==> config.mk <==
export PLATFORM = sky130hd
export DESIGN_NAME = deal_sequencer
export DESIGN_NICKNAME = d
export VERILOG_FILES = /design/src/rtl/deal_sequencer.sv
export SDC_FILE = /design/constraint.sdc
export NUM_CORES = 1
export LEC_CHECK = 0
export CAP_MARGIN = 20
export CORE_MARGIN = 8
export CORE_UTILIZATION = 32
export DETAILED_ROUTE_END_ITERATION = 7
export GPL_TIMING_DRIVEN = 0
export PLACE_DENSITY = 0.59
export SETUP_SLACK_MARGIN = 0.4
export SLEW_MARGIN = 15
export SYNTH_ARGS = -nofsm -noshare
export SYNTH_HDL_FRONTEND = slang
export SYNTH_SLANG_ARGS = --single-unit
==> constraint.sdc <==
create_clock -name clk -period 3.1 [get_ports clk]
set_input_delay 0.62 -clock clk [delete_from_list [all_inputs] [get_ports clk]]
set_output_delay 0.62 -clock clk [all_outputs]
set_load 0.005 [all_outputs]
==> src/rtl/deal_sequencer.sv <==
// Deal sequencer: moves cards from the shuffled-deck memory into hole, flop, turn and river registers.
// Optional macro BURN_CARDS_EN inserts one burn card before the flop, turn and river.
module deal_sequencer #(
  parameter int DECK_SIZE  = 52,
  parameter int RD_LATENCY = 1,
  parameter int CARD_W     = 6
) (
  input  logic                   clk,
  input  logic                   reset,
  input  logic                   deal_start,
  input  logic                   stage_req,
  input  logic [1:0]             stage_sel,
  output logic                   busy,
  output logic                   stage_done,
  output logic                   error,
  output logic                   deck_rd_en,
  output logic [5:0]             deck_rd_addr,
  input  logic [CARD_W-1:0]      deck_rd_data,
  output logic [1:0][CARD_W-1:0] player1_cards,
  output logic [1:0][CARD_W-1:0] player2_cards,
  output logic [2:0][CARD_W-1:0] flop_cards,
  output logic [CARD_W-1:0]      turn_card,
  output logic [CARD_W-1:0]      river_card,
  output logic [5:0]             deck_ptr
);

  typedef enum logic [2:0] {S_IDLE, S_BURN, S_ISSUE, S_WAIT, S_DONE} state_e;
  typedef enum logic [2:0] {ST_HOLE = 3'd0, ST_FLOP = 3'd1, ST_TURN = 3'd2,
                            ST_RIVER = 3'd3, ST_NONE = 3'd4} stage_e;

`ifdef BURN_CARDS_EN
  localparam logic BURN_EN = 1'b1;
`else
  localparam logic BURN_EN = 1'b0;
`endif

  localparam logic [6:0] BURN_CNT   = {6'd0, BURN_EN};
  localparam logic [6:0] DECK_LIMIT = 7'(DECK_SIZE);
  localparam int         WCNT_W     = (RD_LATENCY > 1) ? $clog2(RD_LATENCY) : 1;
  localparam logic [WCNT_W-1:0] WAIT_LAST = WCNT_W'(RD_LATENCY - 1);

  state_e                   state_q, state_d;
  stage_e                   stage_q, stage_d;
  stage_e                   exp_q, exp_d;
  stage_e                   req_stage;
  logic                     req_ok;
  logic [5:0]               ptr_q, ptr_d;
  logic [1:0]               idx_q, idx_d;
  logic [WCNT_W-1:0]        wcnt_q, wcnt_d;
  logic                     error_q, error_d;
  logic [1:0][CARD_W-1:0]   p1_q, p1_d, p2_q, p2_d;
  logic [2:0][CARD_W-1:0]   flop_q, flop_d;
  logic [CARD_W-1:0]        turn_q, turn_d, river_q, river_d;

  function automatic logic [6:0] cards_needed(input stage_e s);
    case (s)
      ST_HOLE: cards_needed = 7'd4;
      ST_FLOP: cards_needed = 7'd3 + BURN_CNT;
      default: cards_needed = 7'd1 + BURN_CNT;
    endcase
  endfunction

  function automatic logic [1:0] last_idx(input stage_e s);
    case (s)
      ST_HOLE: last_idx = 2'd3;
      ST_FLOP: last_idx = 2'd2;
      default: last_idx = 2'd0;
    endcase
  endfunction

  // NOTE: every variable gets its hold value first so no path through the block infers a latch.
  always_comb begin
    state_d = state_q;
    stage_d = stage_q;
    exp_d   = exp_q;
    ptr_d   = ptr_q;
    idx_d   = idx_q;
    wcnt_d  = wcnt_q;
    error_d = 1'b0;
    p1_d    = p1_q;
    p2_d    = p2_q;
    flop_d  = flop_q;
    turn_d  = turn_q;
    river_d = river_q;

    // stage_sel is 2 bits, so it never matches ST_NONE after the river.
    req_stage = stage_e'({1'b0, stage_sel});
    req_ok    = (req_stage == exp_q) &&
                (({1'b0, ptr_q} + cards_needed(req_stage)) <= DECK_LIMIT);

    unique case (state_q)
      S_IDLE: begin
        if (stage_req) begin
          if (req_ok) begin
            stage_d = req_stage;
            idx_d   = 2'd0;
            state_d = (req_stage != ST_HOLE && BURN_EN) ? S_BURN : S_ISSUE;
          end else begin
            error_d = 1'b1;
          end
        end
      end
      S_BURN: begin
        ptr_d   = ptr_q + 6'd1;
        state_d = S_ISSUE;
      end
      S_ISSUE: begin
        ptr_d   = ptr_q + 6'd1;
        wcnt_d  = '0;
        state_d = S_WAIT;
      end
      S_WAIT: begin
        if (wcnt_q == WAIT_LAST) begin
          unique case (stage_q)
            ST_HOLE: begin
              if (idx_q[0]) p2_d[idx_q[1]] = deck_rd_data;
              else          p1_d[idx_q[1]] = deck_rd_data;
            end
            ST_FLOP: begin
              case (idx_q)
                2'd0:    flop_d[0] = deck_rd_data;
                2'd1:    flop_d[1] = deck_rd_data;
                default: flop_d[2] = deck_rd_data;
              endcase
            end
            ST_TURN:  turn_d  = deck_rd_data;
            ST_RIVER: river_d = deck_rd_data;
            default: ;
          endcase
          if (idx_q == last_idx(stage_q)) begin
            state_d = S_DONE;
          end else begin
            idx_d   = idx_q + 2'd1;
            state_d = S_ISSUE;
          end
        end else begin
          wcnt_d = wcnt_q + 1'b1;
        end
      end
      S_DONE: begin
        case (stage_q)
          ST_HOLE:  exp_d = ST_FLOP;
          ST_FLOP:  exp_d = ST_TURN;
          ST_TURN:  exp_d = ST_RIVER;
          default:  exp_d = ST_NONE;
        endcase
        state_d = S_IDLE;
      end
      default: state_d = S_IDLE;
    endcase

    if (stage_req && state_q != S_IDLE) error_d = 1'b1;

    // A new hand overrides everything, including a simultaneous request.
    if (deal_start) begin
      state_d = S_IDLE;
      exp_d   = ST_HOLE;
      ptr_d   = '0;
      idx_d   = '0;
      wcnt_d  = '0;
      error_d = 1'b0;
      p1_d    = '0;
      p2_d    = '0;
      flop_d  = '0;
      turn_d  = '0;
      river_d = '0;
    end
  end

  // NOTE: sequential state uses non-blocking assignments only; the card registers are few
  // enough to reset like any other flop rather than being treated as a memory.
  always_ff @(posedge clk or posedge reset) begin
    if (reset) begin
      state_q <= S_IDLE;
      stage_q <= ST_HOLE;
      exp_q   <= ST_HOLE;
      ptr_q   <= '0;
      idx_q   <= '0;
      wcnt_q  <= '0;
      error_q <= 1'b0;
      p1_q    <= '0;
      p2_q    <= '0;
      flop_q  <= '0;
      turn_q  <= '0;
      river_q <= '0;
    end else begin
      state_q <= state_d;
      stage_q <= stage_d;
      exp_q   <= exp_d;
      ptr_q   <= ptr_d;
      idx_q   <= idx_d;
      wcnt_q  <= wcnt_d;
      error_q <= error_d;
      p1_q    <= p1_d;
      p2_q    <= p2_d;
      flop_q  <= flop_d;
      turn_q  <= turn_d;
      river_q <= river_d;
    end
  end

  assign busy          = (state_q != S_IDLE);
  assign stage_done    = (state_q == S_DONE);
  assign deck_rd_en    = (state_q == S_ISSUE);
  assign deck_rd_addr  = (state_q == S_ISSUE) ? ptr_q : 6'd0;
  assign error         = error_q;
  assign deck_ptr      = ptr_q;
  assign player1_cards = p1_q;
  assign player2_cards = p2_q;
  assign flop_cards    = flop_q;
  assign turn_card     = turn_q;
  assign river_card    = river_q;

endmodule

==> Implementation_results.wiki <==
{| class="wikitable"
! Metric !! Value
|-
| Final RePlAce weighted congestion || 0.779
|-
| Crit share post-route || 84.1%
|-
| Number of hold violations in the final report || 0
|-
| Layout Utilization || 44.4%
|-
| Site row count || 37
|-
| Largest net degree at the start of global routing || 50
|-
| Routed vias/inst || 4.68
|-
| Most common cell after layout, fill and taps aside || clkdlybuf4s50_1
|-
| Height of the chip || 119 microns
|-
| Placed instance count || 539
|-
| Total of flip-flops plus latches after synthesis || 71
|-
| Top library cells by usage in the layout, fill and taps aside || clkdlybuf4s50_1, dfrtp_1, nor2_1
|-
| Root Buffer || clkbuf_8
|-
| Drt first-iter violations || between 100 and 150
|-
| Synth Net Count || 351
|-
| Simple-gate share of the synthesized area || 19.7%
|-
| Number of clock buffers inserted by TritonCTS || 9
|-
| Setup repair after global routing missed its margin || false
|-
| Starting density of the core || 32.9%
|-
| Total leakage power || 0.00199 uW
|-
| Die Wd || 119 microns
|-
| Run status || finished, final reports clean
|-
| Arrival time worst endpoint || around 2800 ps
|-
| Power Dens Cells || 424 nW/um^2
|-
| IO Port Bufs || 75
|-
| CP Data Required Time || between 3000 and 4000 ps
|-
| Average cell area after synthesis || around 10 sq um
|-
| Main flop type after synthesis || dfrtp_1
|-
| Hold Path Class || reg2reg
|-
| Synth Area in Compound Gates || ~5.8%
|-
| Share of the synthesized netlist area taken by xor and xnor gates || between 2 and 2.5%
|-
| Max-slew violation total from the final report || 0
|-
| Post-CTS setup buffers || 0
|-
| Vias in the first global route || 2,686
|-
| Worst slew pin tran || ~690 ps
|-
| Uppermost routed layer || met4
|-
| Kind of launch point of the worst setup path || input port
|-
| Share of layout cells above drive strength 1 || 8.11%
|-
| Final antenna-violating net count || 0
|-
| Clk buf depth || 2
|-
| Share of total power in combinational logic || 11.9%
|-
| Wire length of the first global-routing pass || 14,600 microns
|-
| Number of standard cells in the layout, taps in and fillers out || roughly 560
|-
| # nets final || 438
|-
| Core box area || 10,300 sq um
|-
| Post-synthesis sequential area ratio || 52.5%
|-
| EDFF count, synth || 0
|-
| Pint || 1440 uW
|-
| Number of warnings printed during yosys synthesis || 0
|-
| Vias after detailed routing || 2,598
|-
| # H-tree levels || 3
|-
| Combined global-route utilization of all metal layers || 12.8%
|-
| Detailed-routing wirelength on met1 || between 4000 and 5000 microns
|-
| Worst rel slew slack || 53.9%
|-
| Diodes inserted || 0
|-
| Critical path start-end classification || in2reg
|-
| Worst supply voltage drop on vdd || 0.194 mV
|-
| # Max-Cap Violations || 0
|-
| Fraction of registers with async set/reset || 100%
|-
| Crit-path max FO || 4
|-
| Post-synthesis instance area || 3380 sq um
|-
| Max frequency || 383 MHz
|-
| Reg-to-reg slack, setup || 590 ps
|-
| Num ports || 82
|-
| Sequential fraction of design power || between 50% and 60%
|-
| Detailed placer's ending HPWL || 6430 microns
|-
| Total Routed Length || 8820 microns
|-
| Mux contribution to synthesized area || 12.2%
|-
| Fraction of the mapped netlist area in adder cells || under 10%
|-
| Switching pwr || 497 uW
|-
| Clock period minus worst slack || around 2600 ps
|-
| Type of destination of the critical path || flip-flop
|-
| Detailed-route DRC error count || 0
|-
| Share of total power in the clock network || 37.7%
|-
| Area overhead of the layout relative to synthesis || 35.0%
|-
| Number of clock sinks || 71
|-
| Unique cell type count in the Yosys netlist || 36
|-
| Setup violators final || 0
|-
| Overflow left after global routing || 0
|-
| Clock tree from TritonCTS || yes
|-
| Initial antenna violation count || 0
|-
| Final clock skew || 4.31 ps
|-
| Switching portion of total power || 25.7%
|-
| Clock-pin transition on the worst setup and hold timing paths || roughly 70 ps
|-
| DRT Pass-1 Iters || 4
|-
| Later-pin clock latency in the skew report || approximately 340 ps
|-
| Routed len/inst || about 16 microns
|-
| Die Footprint || 14,100 sq um
|-
| Met2 Wirelength || around 4200 microns
|-
| Synthesized instance count || 327
|-
| Main combinational cell family by area after synthesis || simple AND/OR/NAND/NOR gates
|-
| Met3 routed WL || 553 microns
|}
==> final timing paths <==
kind,endpoint,depth (start not counted),startpoint
max,stage_q[0]$_DFFE_PP0P_,10,stage_sel[0]
min,flop_cards[10]$_DFFE_PP0P_,2,flop_cards[10]$_DFFE_PP0P_
max reg2reg,stage_q[0]$_DFFE_PP0P_,7,deck_ptr[0]$_DFFE_PP0P_
min reg2reg,flop_cards[10]$_DFFE_PP0P_,2,flop_cards[10]$_DFFE_PP0P_
max in group asynchronous,player1_cards[7]$_DFFE_PP0P_,3,reset
min in group asynchronous,deck_ptr[1]$_DFFE_PP0P_,2,reset
==> stage by stage <==
stage	instance area, sq um	setup TNS (ps)	worst slack (ps)	hold WS, ps	power (uW)
after floorplan	3410	0	339	473	1130
after global placement	4330	-40400	-557	465	1220
after detailed placement	4360	-1260	-318	473	1230
after CTS	4560	0	430	488	1960
after global routing	4570	0	393	510	2030
final	4570	0	492	482	1940
==> logic make-up (layout without fill, tap and decap cells) <==
logic type,count (synthesis),count (layout)
fa+ha+maj,12,12
compound gates,34,34
buf+inv,25,117
xor+xnor,9,9
simple gates,135,135
mux,41,41
flops,71,71
==> Yosys cell counts (3+ instances only) <==
master    count  share of area (%)
nand3_1      18                2.7
xor2_1        7                1.8
nor2_1       50                5.5
nand4_1       4               0.74
nand2_1      25                2.8
a21o_1        3               0.67
nor3_2        4                1.2
o21ai_0       9                1.3
inv_1         7               0.78
nor3b_1       4               0.89
ha_1         11                4.1
mux2i_1      39                 12
and2_1        6                1.1
dfrtp_1      71                 52
nand2b_1      7                1.3
clkbuf_1     14                1.6
nor3_1        6               0.89
or3_1         5               0.92
a21oi_1      16                2.4
==> flip-flops by register name, indices dropped and copies added, names as in the netlist <==
signal	flops
flop_cards	18
player1_cards	12
player2_cards	12
deck_ptr	6
river_card	6
turn_card	6
exp_q	3
state_q	3
idx_q	2
stage_q	2
error	1
==> cell type report <==
type	instances	area, sq um
well taps	136	170
clock inverters	3	42.5
clock buffers	13	149
multi-input cells	231	1560
inverters	7	28.8
fillers	1035	5710
plain buffers	18	71.3
flip-flops and latches	71	1780
repair buffers	76	768
==> layer usage <==
layer  track usage, %  vias up
li1                 -     1282
met1             16.1     1249
met5                0        -
met3             5.01        6
met2             20.4       61
met4             3.08        0
==> worst max-delay path: stages <==
cell     delay [ps]
buf_2           130
or2_4           260
ha_4            160
fa_2            360
xor2_1          160
o21ai_2          70
a21oi_1          80
o31a_1          370
nor4b_4         300
mux2_4          330
==> repair_timing <==
action / CTS / global route
resized for setup: 10 / 2
hold buffers: 0 / 0
setup endpoints to repair: 14 / 5
pin swaps: 4 / 1
==> power by group through the flow <==
stage          clock network (uW)  logic, uW  registers (uW)
5_1_grt                       795        259             980
3_3_place_gp                    0        225             991
2_1_floorplan                   0        146             985
3_5_place_dp                    0        234             993
4_1_cts                       752        234             975
6_report                      730        229             976
Power figures use the tool's default switching activity.
